$ cat src/rtl/reg_bank_pkg.sv
// Shared definitions for the register-bank read path: FSM state encoding,
// default bank geometry and the address-width helper.
package reg_bank_pkg;

  typedef enum logic [1:0] {
    IDLE = 2'd0,
    SNAP = 2'd1,
    SEND = 2'd2,
    DONE = 2'd3
  } state_e;

  localparam int N_REGS_DEF = 4;
  localparam int W_DEF      = 4;

  // Width of a word index; never narrower than one bit.
  function automatic int addr_width(input int n);
    if (n < 2) begin
      return 1;
    end else begin
      return $clog2(n);
    end
  endfunction

endpackage

$ cat src/rtl/reg_bank_snap.sv
// Snapshot and last-delivered word storage for the bank reader, with the
// equality compares the FSM uses to decide whether a word is skipped.
module reg_bank_snap
  import reg_bank_pkg::*;
#(
  parameter int N_REGS = N_REGS_DEF,
  parameter int W      = W_DEF,
  parameter int AW     = addr_width(N_REGS)
) (
  input  logic                C,
  input  logic                Clr,
  input  logic                cap,
  input  logic [N_REGS*W-1:0] bank_q,
  input  logic                wr,
  input  logic [AW-1:0]       wr_idx,
  input  logic [AW-1:0]       rd_idx,
  output logic [W-1:0]        rd_word,
  output logic                rd_eq,
  output logic                cap_eq0
);

  logic [W-1:0] snap_r [N_REGS];
  logic [W-1:0] last_r [N_REGS];

  // Capture the whole bank in one cycle so later bank changes cannot leak into a scan.
  always_ff @(posedge C) begin
    if (Clr) begin
      for (int i = 0; i < N_REGS; i++) begin
        snap_r[i] <= '0;
      end
    end else if (cap) begin
      for (int i = 0; i < N_REGS; i++) begin
        snap_r[i] <= bank_q[i*W +: W];
      end
    end
  end

  // Remember the value actually handed to the consumer, per word; reset forgets history.
  always_ff @(posedge C) begin
    if (Clr) begin
      for (int i = 0; i < N_REGS; i++) begin
        last_r[i] <= '0;
      end
    end else if (wr) begin
      last_r[wr_idx] <= snap_r[wr_idx];
    end
  end

  // Look-ahead read of the word the FSM will present next, plus the skip compares.
  always_comb begin
    rd_word = snap_r[rd_idx];
    rd_eq   = (snap_r[rd_idx] == last_r[rd_idx]);
    cap_eq0 = (bank_q[W-1:0] == last_r[0]);
  end

endmodule

$ cat src/rtl/reg_bank_reader.sv
// Read side of the register bank: on start, snapshot every word and stream
// them out as (address, data) pairs over valid/ready, optionally dropping
// words that have not changed since they were last delivered.
module reg_bank_reader
  import reg_bank_pkg::*;
#(
  parameter int N_REGS = N_REGS_DEF,
  parameter int W      = W_DEF,
  localparam int AW    = addr_width(N_REGS)
) (
  input  logic                C,
  input  logic                Clr,
  input  logic                CE,
  input  logic                start,
  input  logic                changed_only,
  input  logic [N_REGS*W-1:0] bank_q,
  input  logic                ready,
  output logic                valid,
  output logic [W-1:0]        data_out,
  output logic [AW-1:0]       addr_out,
  output logic                busy,
  output logic                done
);

  localparam logic [AW-1:0] LAST_IDX = AW'(N_REGS - 1);

  state_e        state_r;
  logic [AW-1:0] idx_r;
  logic          mode_r;
  logic          first_scan_r;
  logic          valid_r;
  logic [W-1:0]  data_r;
  logic [AW-1:0] addr_r;
  logic          busy_r;
  logic          done_r;

  logic          last_idx_s;
  logic [AW-1:0] nxt_idx_s;
  logic          advance_s;
  logic          cap_s;
  logic          wr_s;
  logic          snap_skip_s;
  logic          next_skip_s;
  logic [W-1:0]  rd_word_s;
  logic          rd_eq_s;
  logic          cap_eq0_s;

  reg_bank_snap #(
    .N_REGS (N_REGS),
    .W      (W),
    .AW     (AW)
  ) u_snap (
    .C       (C),
    .Clr     (Clr),
    .cap     (cap_s),
    .bank_q  (bank_q),
    .wr      (wr_s),
    .wr_idx  (idx_r),
    .rd_idx  (nxt_idx_s),
    .rd_word (rd_word_s),
    .rd_eq   (rd_eq_s),
    .cap_eq0 (cap_eq0_s)
  );

  // Step decisions: a presented word advances on ready, a skipped word (valid low) always advances.
  // The skip decision for the upcoming word is made one cycle early so valid can be a flop.
  always_comb begin
    last_idx_s = (idx_r == LAST_IDX);
    if (last_idx_s) begin
      nxt_idx_s = '0;
    end else begin
      nxt_idx_s = idx_r + AW'(1);
    end
    if (valid_r) begin
      advance_s = ready;
    end else begin
      advance_s = 1'b1;
    end
    cap_s       = CE & (state_r == SNAP);
    wr_s        = CE & (state_r == SEND) & valid_r & ready;
    snap_skip_s = changed_only & ~first_scan_r & cap_eq0_s;
    next_skip_s = mode_r & ~first_scan_r & rd_eq_s;
  end

  // Scan sequencer with all consumer-facing outputs held in flops.
  always_ff @(posedge C) begin
    if (Clr) begin
      state_r      <= IDLE;
      idx_r        <= '0;
      mode_r       <= 1'b0;
      first_scan_r <= 1'b1;
      valid_r      <= 1'b0;
      data_r       <= '0;
      addr_r       <= '0;
      busy_r       <= 1'b0;
      done_r       <= 1'b0;
    end else if (CE) begin
      case (state_r)
        IDLE: begin
          valid_r <= 1'b0;
          done_r  <= 1'b0;
          if (start) begin
            state_r <= SNAP;
            busy_r  <= 1'b1;
          end else begin
            state_r <= IDLE;
            busy_r  <= 1'b0;
          end
        end
        SNAP: begin
          state_r <= SEND;
          idx_r   <= '0;
          mode_r  <= changed_only;
          valid_r <= ~snap_skip_s;
          data_r  <= bank_q[W-1:0];
          addr_r  <= '0;
        end
        SEND: begin
          if (advance_s) begin
            if (last_idx_s) begin
              state_r <= DONE;
              valid_r <= 1'b0;
              done_r  <= 1'b1;
            end else begin
              idx_r   <= nxt_idx_s;
              valid_r <= ~next_skip_s;
              data_r  <= rd_word_s;
              addr_r  <= nxt_idx_s;
            end
          end
        end
        DONE: begin
          state_r      <= IDLE;
          done_r       <= 1'b0;
          busy_r       <= 1'b0;
          first_scan_r <= 1'b0;
        end
        default: begin
          state_r <= IDLE;
          valid_r <= 1'b0;
          busy_r  <= 1'b0;
          done_r  <= 1'b0;
        end
      endcase
    end
  end

  assign valid    = valid_r;
  assign data_out = data_r;
  assign addr_out = addr_r;
  assign busy     = busy_r;
  assign done     = done_r;

endmodule

$ cat config.mk
export PLATFORM = sky130hd
export DESIGN_NAME = reg_bank_reader
export DESIGN_NICKNAME = d
export VERILOG_FILES = /design/src/rtl/reg_bank_pkg.sv /design/src/rtl/reg_bank_snap.sv /design/src/rtl/reg_bank_reader.sv
export SDC_FILE = /design/constraint.sdc
export NUM_CORES = 1
export LEC_CHECK = 0
export ABC_AREA = 1
export CELL_PAD_IN_SITES_DETAIL_PLACEMENT = 1
export CELL_PAD_IN_SITES_GLOBAL_PLACEMENT = 1
export CORE_MARGIN = 2
export CORE_UTILIZATION = 30
export CTS_BUF_LIST = sky130_fd_sc_hd__clkbuf_8
export DETAILED_ROUTE_END_ITERATION = 10
export PLACE_DENSITY_LB_ADDON = 0.1
export SETUP_SLACK_MARGIN = 0.15
export SLEW_MARGIN = 20
export SYNTH_ARGS = -nofsm -noshare
export SYNTH_HDL_FRONTEND = slang
export SYNTH_HIERARCHICAL = 1
export SYNTH_SLANG_ARGS = --single-unit
$ cat constraint.sdc
create_clock -name C -period 1.85 [get_ports C]
set_input_delay 0.37 -clock C [delete_from_list [all_inputs] [get_ports C]]
set_output_delay 0.37 -clock C [all_outputs]
set_load 0.01 [all_outputs]
Yosys cells after proc, flatten, opt, wreduce, memory -nomap -nowiden
Memory sizes are Yosys's and may differ from the RTL's. A register that Yosys moved wholly into a read port is not among the register bits.
Index checks and enable logic that the tools add are counted.
Operators by class
  multiplexer cells: 37
  reductions and logical operators: 14
  bitwise logic cells: 15
  $add $sub $neg: 1
  eq/ne operators: 9
Operators with widths (count)
  4-bit two-way mux: 7
  1-bit two-way mux: 16
  2-bit two-way mux: 8
  1-bit AND: 8
  4-bit == test: 2
  2-bit case mux with 4 select lines: 1
  4-bit case mux with 2 select lines: 1
  4-bit AND reduction: 2
  2-bit == test, second input constant: 3
  2-bit != test, second input constant: 3
  2-bit AND reduction: 3
  3-bit AND reduction: 2
  2-bit nonzero test: 3
  1-bit bitwise OR: 4
  1-bit case mux with 2 select lines: 2
  2-bit case mux with 2 select lines: 1
  4-bit OR reduction: 1
  1-bit NOT: 3
  1-bit case mux with 3 select lines: 1
  3-bit nonzero test: 1
  2-bit by 1-bit adder with 2-bit output, second input constant: 1
  2-bit by 1-bit == test with 1-bit output, second input constant: 1
  2-bit logical NOT: 1
  2-bit OR reduction: 1
Storage, ports and cells
  output and inout bits: 9
  flip-flop bits (word level): 13
  logic and storage cells: 86
  bits of input ports: 22
  memories kept: 2
  RAM bits: 32
Memories
  u_snap.last_r: depth 4, bits a word 4, read ports 2, clocked after memory_dff 0, wr ports 4, line reg_bank_snap.sv:23  | logic [W-1:0] last_r [N_REGS];
  u_snap.snap_r: depth 4, bits a word 4, read ports 2, clocked after memory_dff 1, wr ports 4, line reg_bank_snap.sv:22  | logic [W-1:0] snap_r [N_REGS];

Depth between registers and ports, before layout
Gate-level depths: netlist of run 1.
  depth in word-level cells: 9
  depth in mapped cells: 19
  gate-level depth less buffers: 17

Hierarchy
Netlist of run 1, hierarchy kept.
By module, submodules not included
  reg_bank_snap: instances 1, cells each 244, sequential area each 960.9 µm², area an instance 1898.1 µm²
  reg_bank_reader: instances 1, cells each 109, sequential area each 260.2 µm², area an instance 770.7 µm²

Least setup slack after synthesis of run 1
No wires, ideal clock.
  path type: flip-flop to flip-flop
  start point: register addr_out[0] (netlist name)
  end point: register valid_r, in the netlist valid
  path slack: -0.132 ns
  library setup time: 0.116 ns
  required time: 1.734 ns
  cell stages (with the launch flop): 19
  clock period less this slack: 1.982 ns
  path buffers: 2
  arrival time: 1.866 ns
  cells stage by stage: dfxtp_1 -> ha_1 -> nor2_1 -> buf_6 -> inv_8 -> buf_12 -> nand2_1 -> nand2_1 -> nand2_1 -> nand2_1 -> nand2_1 -> nand2_1 -> nand2_1 -> nor2_1 -> nand3_1 -> nand2_1 -> nand2_1 -> nand2_1 -> a21oi_1
RTL lines
  to (signal assigned): line reg_bank_reader.sv:114  | valid_r <= ~snap_skip_s;
  to (signal assigned): line reg_bank_reader.sv:126  | valid_r <= ~next_skip_s;
  to (decl): line reg_bank_reader.sv:31  | logic valid_r;

==> metrics list, run 1 <==
* Maximum VDD drop: roughly 330 µV
- Post-route non-filler standard cell count: 536
- The detailed router finished its first iteration with 103 violations.
- Number of global-route vias before repair: between 2000 and 3000
- STA classifies the critical path endpoint as a flop.
- Number of inserted diodes: 0
- Of all cell types, the one taking the most synthesized area is edfxtp_1.
- The count of nets left with antenna violations once routing finished came out at 0.
- Power spread over the standard cell area amounts to 709 nW/µm².
- The worst pin sits at a relative slew slack of about three quarters.
- Share of post-route cells with drive strength above 1: between 30% and 40%
- CP peak stage delay: ~370 ps
* Die width: slightly below 100 µm
- Number of enable-type register cells in the synthesized netlist: 32
* Leading post-synthesis cells by cell area: edfxtp_1, nand2_1, dfxtp_1, nor2_1, inv_1
- Data on the critical path arrives at its endpoint at 2080 ps.
* Crit Path Class: reg -> reg
* Clock tree from TritonCTS: yes
- In this run, CTS created clock tree buffers numbering 5.
- Entering global routing, the biggest net connects 18 pins.
* Die height: 98.3 µm
- Required time of the worst setup path: 2040 ps
- Leftover overflow at the end of global routing: 0
- The cell count after synthesis came out at 353.
- Final setup viols: 1
- After detailed routing, the total wire length is 8380 µm.
* Number of vias after detailed routing: 2449
* Area of the core: between 8000 and 9000 µm²
- Port buffering added 30 buffers.
- Routability-driven placement finished with a final weighted congestion of 0.757.
- Clock latency on the worst-skew pair, taken at its later pin, is 290 ps.
- Measured on the finished design, the core utilization comes to 44.6%.
- Post-synth net total: 381
- Buffer and inverter count on the worst path: 2
- The checks that failed: negative setup slack.
- The initial antenna violation count was 0.
- Total iterations of the first detailed-routing run: 4
* Final Hold Viols: 0
- # DRC: 0
* Final HPWL DP: around 6200 µm
- The number of pins exceeding their max-slew limit in the final report was 0.
* Most common library cell in the layout ignoring fill and taps: nand2_1
- LEAKAGE: 1.73 nW
- Total Die Area: approximately 9700 µm²
* Worst slack, placed: -255 ps
- Total I/O pin count: 31
- Share of flip-flops with an asynchronous set or reset after synthesis: 0%
- Wire per inst: 15.6 µm
- Maximum net fanout on the critical path: 7
- The worst setup path is launched from a flop.
* Ordered list of cells on the worst path: ha_4 > nor2_4 > buf_12 > buf_6 > nand2_2 > nand2_2 > nand2_2 > nand2_2 > nand2_1 > nand2_1 > nand2_2 > nor2_2 > nand3_1 > nand2_1 > nand2_1 > nand2_1 > a21oi_1
- The first global-routing pass estimated between 10000 and 15000 µm of wire.
- Cell family with the largest share of critical-path delay: simple AND/OR/NAND/NOR gates
* Count of yosys warnings during synthesis: 6
* Average size of a mapped cell: around 7.6 µm²
- The clock net in this run drives a total of between 40 and 50 sinks.
- Average via count per standard cell: 4.57
* CTS H-tree depth: 2
* Fin crit share: 102%
* Number of buffers on the longest clock path: 2
- Fin nets: 455
* Initial standard-cell utilization of the core: between 30% and 40%
- Row generation in the floorplan step produced 34 rows.
- The smallest clock period supported by the final layout is computed as approximately 1900 ps.
- On the final layout, the worst hold slack is 478 ps.
* Result of the run: finished, violations left
* Cell with the biggest individual delay on the critical path: dfxtp_4
* Worst-case setup margin in the final layout: -34.7 ps
- Static timing analysis puts the maximum clock frequency at 0.531 GHz.
* Distinct cell type count of the synthesized netlist: 32
- Setup repair after global routing could not meet its margin everywhere.
- Summed over its instances, the top area cell type makes up between 30 and 40% of the synthesized netlist area.
- Clock slew at the register clock pins of the worst setup and hold paths: ~90 ps
* Part of the Yosys area used for sequential elements: between 40% and 50%
* Tot GR Track Use: 17.5%
* Number of cells in the design after placement: 512
- Leading cell types in the layout, fill and taps excluded: nand2_1, nor2_1, inv_1
- Synthesis-to-layout area growth: 45.0%
- Main flop type after synthesis: edfxtp_1
* Number of synthesized register bits: 45
* Transition time at the pin with the least slew margin: ~400 ps
- Max-cap violations in this run came to 0.
* Mapped cell area: 2670 µm²
- For the final database, setup skew stands at between 5 and 6 ps.
- The tree is rooted in a clkbuf_8.
- The min-delay analysis places its worst path in the category reg -> reg.
-- cells in the mapped netlist, types with 3 or more instances --
master    number
o21ai_0        8
inv_2          3
dfxtp_1       13
a21oi_1        6
buf_6          3
inv_1         43
a21boi_0       4
nand2_2        9
edfxtp_1      32
ha_1           6
nand3_2        3
or2_2          3
nand2_1      118
nor2_1        56
nand3_1       23
buf_2          3
-- final timing paths --
check	from	endpoint	slack, ps	cells after the start
setup reg to reg	addr_out[0]	valid	-30	17
hold reg to reg	first_scan_r	first_scan_r	480	2
setup / recovery	addr_out[0]	valid	-30	17
hold / removal	first_scan_r	first_scan_r	480	2
-- metal layers --
layer / up-vias / routed length [µm] / GRT usage (%)
met5: - / 0 / 0
met4: 0 / 48 / 4.43
met3: 4 / 268 / 2.08
met2: 41 / 4180 / 29.6
met1: 1153 / 3880 / 24.0
li1: 1251 / - / -
-- where the power goes --
| group | total, mW | switching [mW] | internal, mW |
|---|---|---|---|
| Combinational | 0.829 | 0.457 | 0.372 |
| Clock | 0.735 | 0.341 | 0.394 |
| Sequential | 1.18 | 0.0426 | 1.14 |
| Total | 2.74 | 0.841 | 1.90 |
-- worst min-delay path, stage by stage (launching register included) --
cell     delay [ps]
dfxtp_1         320
o21ai_0          70
nand2_1          50
-- repair_timing --
item | CTS | global route
gates cloned | 1 | 0
setup endpoints to repair | 26 | 64
pin swaps | 24 | 27
buffers inserted | 8 | 7
hold buffers | 0 | 0
gates resized for setup | 36 | 60
-- cells by family after synthesis --
family	after synthesis	synth area share, %
xor gates and xnor gates	2	0.656
adders and majority gates	6	2.81
and+or+nand+nor	217	34.5
buffers and inverters	58	10.1
DFF	45	45.8
AOI/OAI and AO/OA	25	6.14
-- per-stage QoR --
step | cell area, µm² | TNS [ps] | total power [mW]
floorplan | 2710 | 0 | 1.60
global placement | 3310 | -4000 | 1.88
detailed placement | 3310 | -5970 | 1.88
finish | 3870 | -34.7 | 2.74
CTS | 3600 | -73.9 | 2.70
global route | 3870 | -696 | 2.92
-- registers in the layout, indices dropped and copies added, names as in the netlist --
register	count
data_out	4
mode_r	1
valid	1
addr_out	2
state_r	2
u_snap/snap_r	16
u_snap/last_r	16
busy	1
first_scan_r	1
done	1
-- final cells by class --
type                            instances  area (µm²)
Inverter                               50         216
Clock inverter                          3        37.5
Sequential cell                        45        1230
Clock buffer                            5        68.8
Tap cell                              108         135
Fill cell                            1061        4810
Multi-Input combinational cell        250        1400
Timing Repair Buffer                   75         777
Note: power is estimated with default switching activity, not from simulation.
==> inputs of run 2 (changes only) <==
--- a/config.mk
+++ b/config.mk
@@ -8,8 +8,8 @@
 export ABC_AREA = 1
 export CELL_PAD_IN_SITES_DETAIL_PLACEMENT = 1
 export CELL_PAD_IN_SITES_GLOBAL_PLACEMENT = 1
-export CORE_MARGIN = 2
-export CORE_UTILIZATION = 30
+export CORE_MARGIN = 3
+export CORE_UTILIZATION = 35
 export CTS_BUF_LIST = sky130_fd_sc_hd__clkbuf_8
 export DETAILED_ROUTE_END_ITERATION = 10
 export PLACE_DENSITY_LB_ADDON = 0.1
==> metrics list, run 2 (synthesis results as in run 1) <==
- Result of the run: finished, violations left
- Violated checks: negative setup slack
* Final Routed Wirelength: 7720 µm (-7.9%)
- Die width: 93.3 µm (-5.1%)
- Number of inserted diodes: 0 (unchanged)
* Top cell by count, worst path: nand2_2
* Gp weighted congestion: 0.825 (+9.0%)
- TritonCTS built the clock tree.
- The count of antenna-violating nets left after detailed routing is 0 (unchanged).
- Buffer and inverter count on the worst path: 3 (+1)
- CTS H-tree depth: 2 (unchanged)
- The internal power contribution came to 1.90 mW (-0.13%).
- Setup repair after global routing could not meet its margin everywhere.
- The area growth from synthesis to layout is 38.2%.
* Number of I/O port buffers: 30 (unchanged)
- Post-place instance area: 3320 µm² (+0.26%)
- The switching power was 0.837 mW (-0.45%).
- The maximum net fanout on the critical path came to 5 (-2).
- Number of standard-cell rows in the floorplan: 31 (-8.8%)
- Number of vias after detailed routing: 2443 (-0.24%)
* Number of CTS-inserted buffers: 5 (unchanged)
- The wire length per cell after detailed routing was 14.9 µm (-4.9%).
- STA classifies the critical path endpoint as a flop.
- Pin count of the biggest net entering global routing: 18 (unchanged)
- Headroom to the max-slew limit: 73.4% (+0.24 points)
* Ordered list of cells on the worst path: ha_4 > nor2_4 > buf_12 > buf_12 > nand2_2 > nand3_2 > nand2_4 > inv_2 > nand2_1 > nand2_1 > nand2_2 > nor2_4 > nand3_2 > nand2_2 > nand2_2 > nand2_2 > a21oi_2
* Root buffer cell: clkbuf_8
* Achievable frequency: 0.516 GHz (-2.7%)
* CP peak stage delay: 370 ps (about the same)
- The total track usage is 19.0% (+1.5 points).
- Die height: 93.3 µm (-5.1%)
- Average via count per standard cell: 4.71 (+3.0%)
* Overall Power: 2.74 mW (-0.23%)
- The endpoint arrival time on the critical path came to 2130 ps (+50 ps).
- Layout filler cell count: 893 (-16%)
- Final HPWL DP: 5850 µm (-5.5%)
- The buffer depth of the longest clock path was 2 (unchanged).
- The slowest stage of the critical path is the dfxtp_4 cell.
* CTS sink cnt: 45 (unchanged)
* Clock latency of the later-clocked register in the worst-skew pair: 300 ps (about the same)
* Power Dens Cells: 742 nW/µm² (+4.7%)
* Type of the tightest min-delay check: reg -> reg
- Clock slew at the register clock pins of the worst setup and hold paths: 90 ps (about the same)
- Worst-case setup margin in the final layout: -87.6 ps (-52.9 ps)
- The data required time of the worst path came to 2040 ps (about the same).
* Post-route non-filler standard cell count: 519 (-3.2%)
* Switch share: 30.6% (-0.070 points)
- The die outline area was 8710 µm² (-9.9%).
* Number of pins exceeding their max-slew limit in the final report: 0 (unchanged)
- Final Hold Viols: 0 (unchanged)
- LEAKAGE: 1.65 nW (-4.2%)
- The initial antenna violation count was 0 (unchanged).
- The end-of-flow core utilization came to 50.3% (+5.7 points).
- The initial cell density of the core is 36.4% (+5.7 points).
* Fin crit share: 105% (+2.9 points)
* Transition time at the pin with the least slew margin: 399 ps (-3.18 ps)
- Total iterations of the first detailed-routing run: 5 (+1)
- The worst ir drop on vdd is 315 µV (-4.2%).
* Number of global-route vias before repair: 2548 (-0.55%)
- Startpoint types: flop
- Setup skew after layout: 6.08 ps (+0.596 ps)
- Logic pwr share: 30.0% (-0.2 points)
- In the layout the commonest cells are nand2_1, nor2_1, inv_1.
* Iter 0 DRT Violations: 105 (+1.9%)
* Area of the core: 7330 µm² (-16%)
* Global-route wire length before repair: 12600 µm (-4.0%)
* Cell family with the largest share of critical-path delay: simple AND/OR/NAND/NOR gates
- The count of boundary I/O pins is 31 (unchanged).
- The relative contribution of the clock network to total power is 26.9% (about the same).
- Final design area excluding fillers: 3690 µm² (-4.7%)
- The sum of overflow across all layers after global routing is 0 (unchanged).
- # DRC: 0 (unchanged)
- Most common library cell in the layout ignoring fill and taps: nand2_1
- Crit Path Class: reg -> reg
- Sequential share of power: 43.0% (about the same)
- The clock period minus final worst setup slack came to 1940 ps (+52.9 ps).
- The number of nets in the layout is 447 (-1.8%).
* Number of cells in the design after placement: 504 (-1.6%)
- Share of post-route cells with drive strength above 1: 28.1% (-3.7 points)
- The max-cap check violation count came to 0 (unchanged).
- The final count of negative-setup-slack endpoints is 3 (+2).
## run 2: path summary, 6_finish.rpt
kind / end / slack (ps) / from / cells after the start
min reg2reg: first_scan_r / 470 / first_scan_r / 2
max reg2reg: valid / -90 / addr_out[0] / 17
min: first_scan_r / 470 / first_scan_r / 2
max: valid / -90 / addr_out[0] / 17
## run 2: routing by layer
layer / routed length (µm) / global-route usage (%)
met1: 3660 / 25.4
met2: 3850 / 32.3
met3: 149 / 2.74
met4: 63 / 4.76
met5: 0 / 0
## run 2: worst register-to-register path: cells and delay by family, from the launching register on
kind	cells	cell delay, ps
AOI/OAI and AO/OA	1	60
adders and majority gates	1	170
buffers and inverters	3	350
DFF	1	370
and+or+nand+nor	12	880
## run 2: timing repair
action,in CTS,in global routing
gates cloned,1,0
endpoints found under the hold margin,0,0
setup buffers,5,1
hold buffers,0,0
gates resized for setup,41,24
pin swaps,16,15
endpoints found under the setup margin,26,37
## run 2: cell type report
| type | instances | area, µm² | share of cell area (%) |
|---|---|---|---|
| flip-flops and latches | 45 | 1230 | 33.3 |
| well taps | 99 | 124 | 3.36 |
| multi-input cells | 250 | 1340 | 36.4 |
| inverters | 50 | 210 | 5.70 |
| clock inverters | 3 | 41.3 | 1.12 |
| repair buffers | 67 | 672 | 18.2 |
| clock buffers | 5 | 68.8 | 1.87 |
## run 2: power groups by stage
stage / sequential (mW) / combinational (mW) / clock (mW)
2_1_floorplan: 1.20 / 0.402 / 0
3_3_place_gp: 1.20 / 0.691 / 0
3_5_place_dp: 1.20 / 0.702 / 0
4_1_cts: 1.18 / 0.792 / 0.756
5_1_grt: 1.19 / 0.908 / 0.803
6_report: 1.18 / 0.822 / 0.737
## run 2: stage by stage
stage / setup TNS (ps) / hold slack [ps] / setup slack, ps
floorplan: 0 / 436 / 76.3
global placement: -4190 / 458 / -204
detailed placement: -6230 / 458 / -285
CTS: -214 / 472 / -132
global route: -1280 / 518 / -190
finish: -142 / 469 / -87.6
==> inputs of run 3 (changes only) <==
--- a/config.mk
+++ b/config.mk
@@ -8,7 +8,7 @@
 export ABC_AREA = 1
 export CELL_PAD_IN_SITES_DETAIL_PLACEMENT = 1
 export CELL_PAD_IN_SITES_GLOBAL_PLACEMENT = 1
-export CORE_MARGIN = 3
+export CORE_MARGIN = 8
 export CORE_UTILIZATION = 35
 export CTS_BUF_LIST = sky130_fd_sc_hd__clkbuf_8
 export DETAILED_ROUTE_END_ITERATION = 10
==> metrics list, run 3 (synthesis results as in run 1) <==
* Iter 0 DRT Violations: 76 (-28%)
- Sequential share of power: 45.6% (+2.6 points)
- Power Dens Cells: 698 nW/µm² (-5.9%)
- The initial cell density of the core is 35.3% (-1.1 points).
- Among all stages on the critical path, the largest delay is contributed by dfxtp_4.
- The number of nets in the layout is 453 (+1.3%).
- The fraction of power consumed by combinational cells came to 32.3% (+2.3 points).
- Worst-case setup margin in the final layout: -159 ps (-71.1 ps)
- Headroom to the max-slew limit: 75.8% (+2.4 points)
- Number of buffers on the longest clock path: 2 (unchanged)
- Layout filler cell count: 923 (+3.4%)
- Pin count of the biggest net entering global routing: 17 (-1)
- Following the worst setup path forward leads to its endpoint at valid.
- The final cell count without fillers came to 527 (+1.5%).
- The worst setup path is of the reg -> reg kind.
- The post-route DRC violation count is 0 (unchanged).
- The CTS sink count was 45 (unchanged).
- Final Hold Viols: 0 (unchanged)
- The switching share of power is 31.9% (+1.3 points).
* Most common library cell in the layout ignoring fill and taps: nand2_1
- Maximum net fanout on the critical path: 6 (+1)
* Average via count per standard cell: 4.68 (-0.67%)
- Worst slack, placed: -257 ps (+27.4 ps)
- The first-pass GRT wire length was 13500 µm (+6.5%).
- The total track usage came to 16.8% (-2.3 points).
- Total I/O pin count: 31 (unchanged)
- Maximum VDD drop: 268 µV (-15%)
- The initial antenna violation count is 0 (unchanged).
- The internal power contribution was 1.77 mW (-7.0%).
- The die outline height is 103 µm (+11%).
- In the layout the commonest cells are nand2_1, nor2_1, inv_1.
- Util after Layout: 49.1% (-1.3 points)
- Worst reg-to-reg setup slack: -160 ps (-70 ps)
- The largest stage delay on the critical path is 360 ps (about the same).
* Number of vias after detailed routing: 2464 (+0.86%)
- Setup repair after global routing could not meet its margin everywhere.
* Fin crit share: 109% (+3.8 points)
- The count of input and output buffers is 30 (unchanged).
- Synthesis-to-layout area growth: 39.1%
- The total instance count after detailed placement is 509 (+0.99%).
- Required time of the worst setup path: 2050 ps (about the same)
- Type of the tightest min-delay check: reg -> reg
- Hold buffers post-CTS: 0 (unchanged)
- Number of pins exceeding their max-slew limit in the final report: 0 (unchanged)
- The maximum clock skew at final layout was 5.73 ps (-0.347 ps).
- Net Switching: 0.826 mW (-1.3%)
* Number of CTS-inserted buffers: 5 (unchanged)
- The detailed-placement wirelength estimate came to 6250 µm (+6.8%).
- The number of cells traversed by the worst register-to-register path is 17 (unchanged).
- Transition time at the pin with the least slew margin: 363 ps (-36.1 ps)
- The insertion delay to the later sink of the worst-skew pair was 300 ps (about the same).
- Reg-to-reg critical path startpoint: addr_out[0]
* Area of all sequential standard cells: 1230 µm² (unchanged)
- Final setup viols: 3 (unchanged)
- The weighted congestion reported at the end of routability-driven placement is 0.803 (-2.6%).
- The fraction of layout cells with a size suffix above 1 came to 28.5% (+0.38 points).
* Final Routed Wirelength: 8010 µm (+3.7%)
- The checks that failed: negative setup slack.
- The CTS clock-pin slew for the worst setup and hold paths came to 80 ps (about the same).
- Number of nets with antenna violations after detailed routing: 0 (unchanged)
- CTS H-tree depth: 2 (unchanged)
* Ordered list of cells on the worst path: ha_4 > nor2_4 > buf_6 > buf_12 > nand2_2 > nand3_2 > nand2_2 > inv_2 > nand2_1 > nand2_1 > nand2_1 > nor2_2 > nand3_1 > nand2_1 > nand2_1 > nand2_1 > a21oi_2
- Startpoint types: flop
* LEAKAGE: 1.70 nW (+2.7%)
- Worst Setup End Kind: flop
- Number of standard-cell rows in the floorplan: 32 (+3.2%)
- The sum of overflow across all layers after global routing came to 0 (unchanged).
- The clock period minus final worst setup slack is 2010 ps (+71.1 ps).
- The number of antenna diodes is 0 (unchanged).
- The critical path starts at addr_out[0].
- The endpoint arrival time on the critical path is 2210 ps (+80 ps).
* Destination of the worst register-to-register timing path: valid
- Achievable frequency: 0.498 GHz (-3.5%)
- The die outline width was 103 µm (+11%).
- Number of global-route vias before repair: 2767 (+8.6%)
- The tree is rooted in a clkbuf_8.
* Max-cap check violation count: 0 (unchanged)
- The wire length per cell after detailed routing came to 15.2 µm (+2.1%).
* Clock group share of total power: 22.1% (-4.8 points)
- The run finished, with violations left.
- The final total power came to 2.59 mW (-5.3%).
* Total iterations of the first detailed-routing run: 4 (-1)
- Clock tree from TritonCTS: yes
- Top cell by count, worst path: nand2_1
- Total Die Area: 10700 µm² (+23%)
- The placeable core region came to 7570 µm² (+3.2%).
- Area of combinational cells with multiple inputs: 1360 µm² (+1.4%)
==> run 3: cell count changes in the layout (fill, tap and decap cells not counted), sizes merged <==
cell      before  now
buf           37   42
clkinvlp       3    1
bufinv         1    0
inv           47   49
clkinv         2    3
==> run 3: power groups by stage <==
stage | clock (mW) | sequential (mW) | combinational, mW
floorplan | 0 | 1.20 | 0.402
global placement | 0 | 1.20 | 0.711
detailed placement | 0 | 1.20 | 0.722
CTS | 0.597 | 1.18 | 0.791
global route | 0.635 | 1.19 | 0.926
finish | 0.573 | 1.18 | 0.837
==> run 3: worst max-delay path: cells and delay by family (launching register included) <==
family,cells,cell delay [ps]
AO/OA/AOI/OAI,1,50
AND/OR/NAND/NOR,12,960
flip-flops,1,360
buffers and inverters,3,370
adder cells (fa/ha/maj),1,170
==> run 3: how the worst min path moves through the flow <==
stage,from,to,depth (start not counted)
floorplan,first_scan_r,first_scan_r,2
global placement,first_scan_r,first_scan_r,2
detailed placement,first_scan_r,first_scan_r,2
CTS,first_scan_r,first_scan_r,2
global route,first_scan_r,first_scan_r,2
finish,data_out[1],data_out[1],2
==> run 3: timing repair <==
item,in CTS,in global routing
setup buffers,4,5
resized for setup,42,29
pin swaps,23,21
endpoints found under the setup margin,25,52
cloned,2,0
==> run 3: metal layers <==
| metal | global-route usage [%] | vias to the layer above | wire length, µm |
|---|---|---|---|
| met3 | 3.15 | 13 | 255 |
| met5 | 0 | - | 0 |
| met1 | 20.6 | 1164 | 3670 |
| met4 | 6.34 | 0 | 156 |
| met2 | 28.4 | 36 | 3920 |
| li1 | - | 1251 | - |
==> run 3: through the flow <==
stage / area [µm²] / hold WS, ps / TNS, ps
6_report: 3710 / 480 / -288
5_1_grt: 3710 / 520 / -1160
4_1_cts: 3580 / 477 / -221
3_5_place_dp: 3350 / 464 / -6210
3_3_place_gp: 3350 / 456 / -4230
2_1_floorplan: 2710 / 436 / 0
==> run 3: area by class of cell <==
type | count | share of cell area (%)
flip-flops and latches | 45 | 33.1
repair buffers | 72 | 18.8
inverters | 50 | 5.56
clock buffers | 5 | 1.85
repair inverters | 1 | 0.303
multi-input cells | 250 | 36.7
well taps | 102 | 3.44
clock inverters | 2 | 0.202
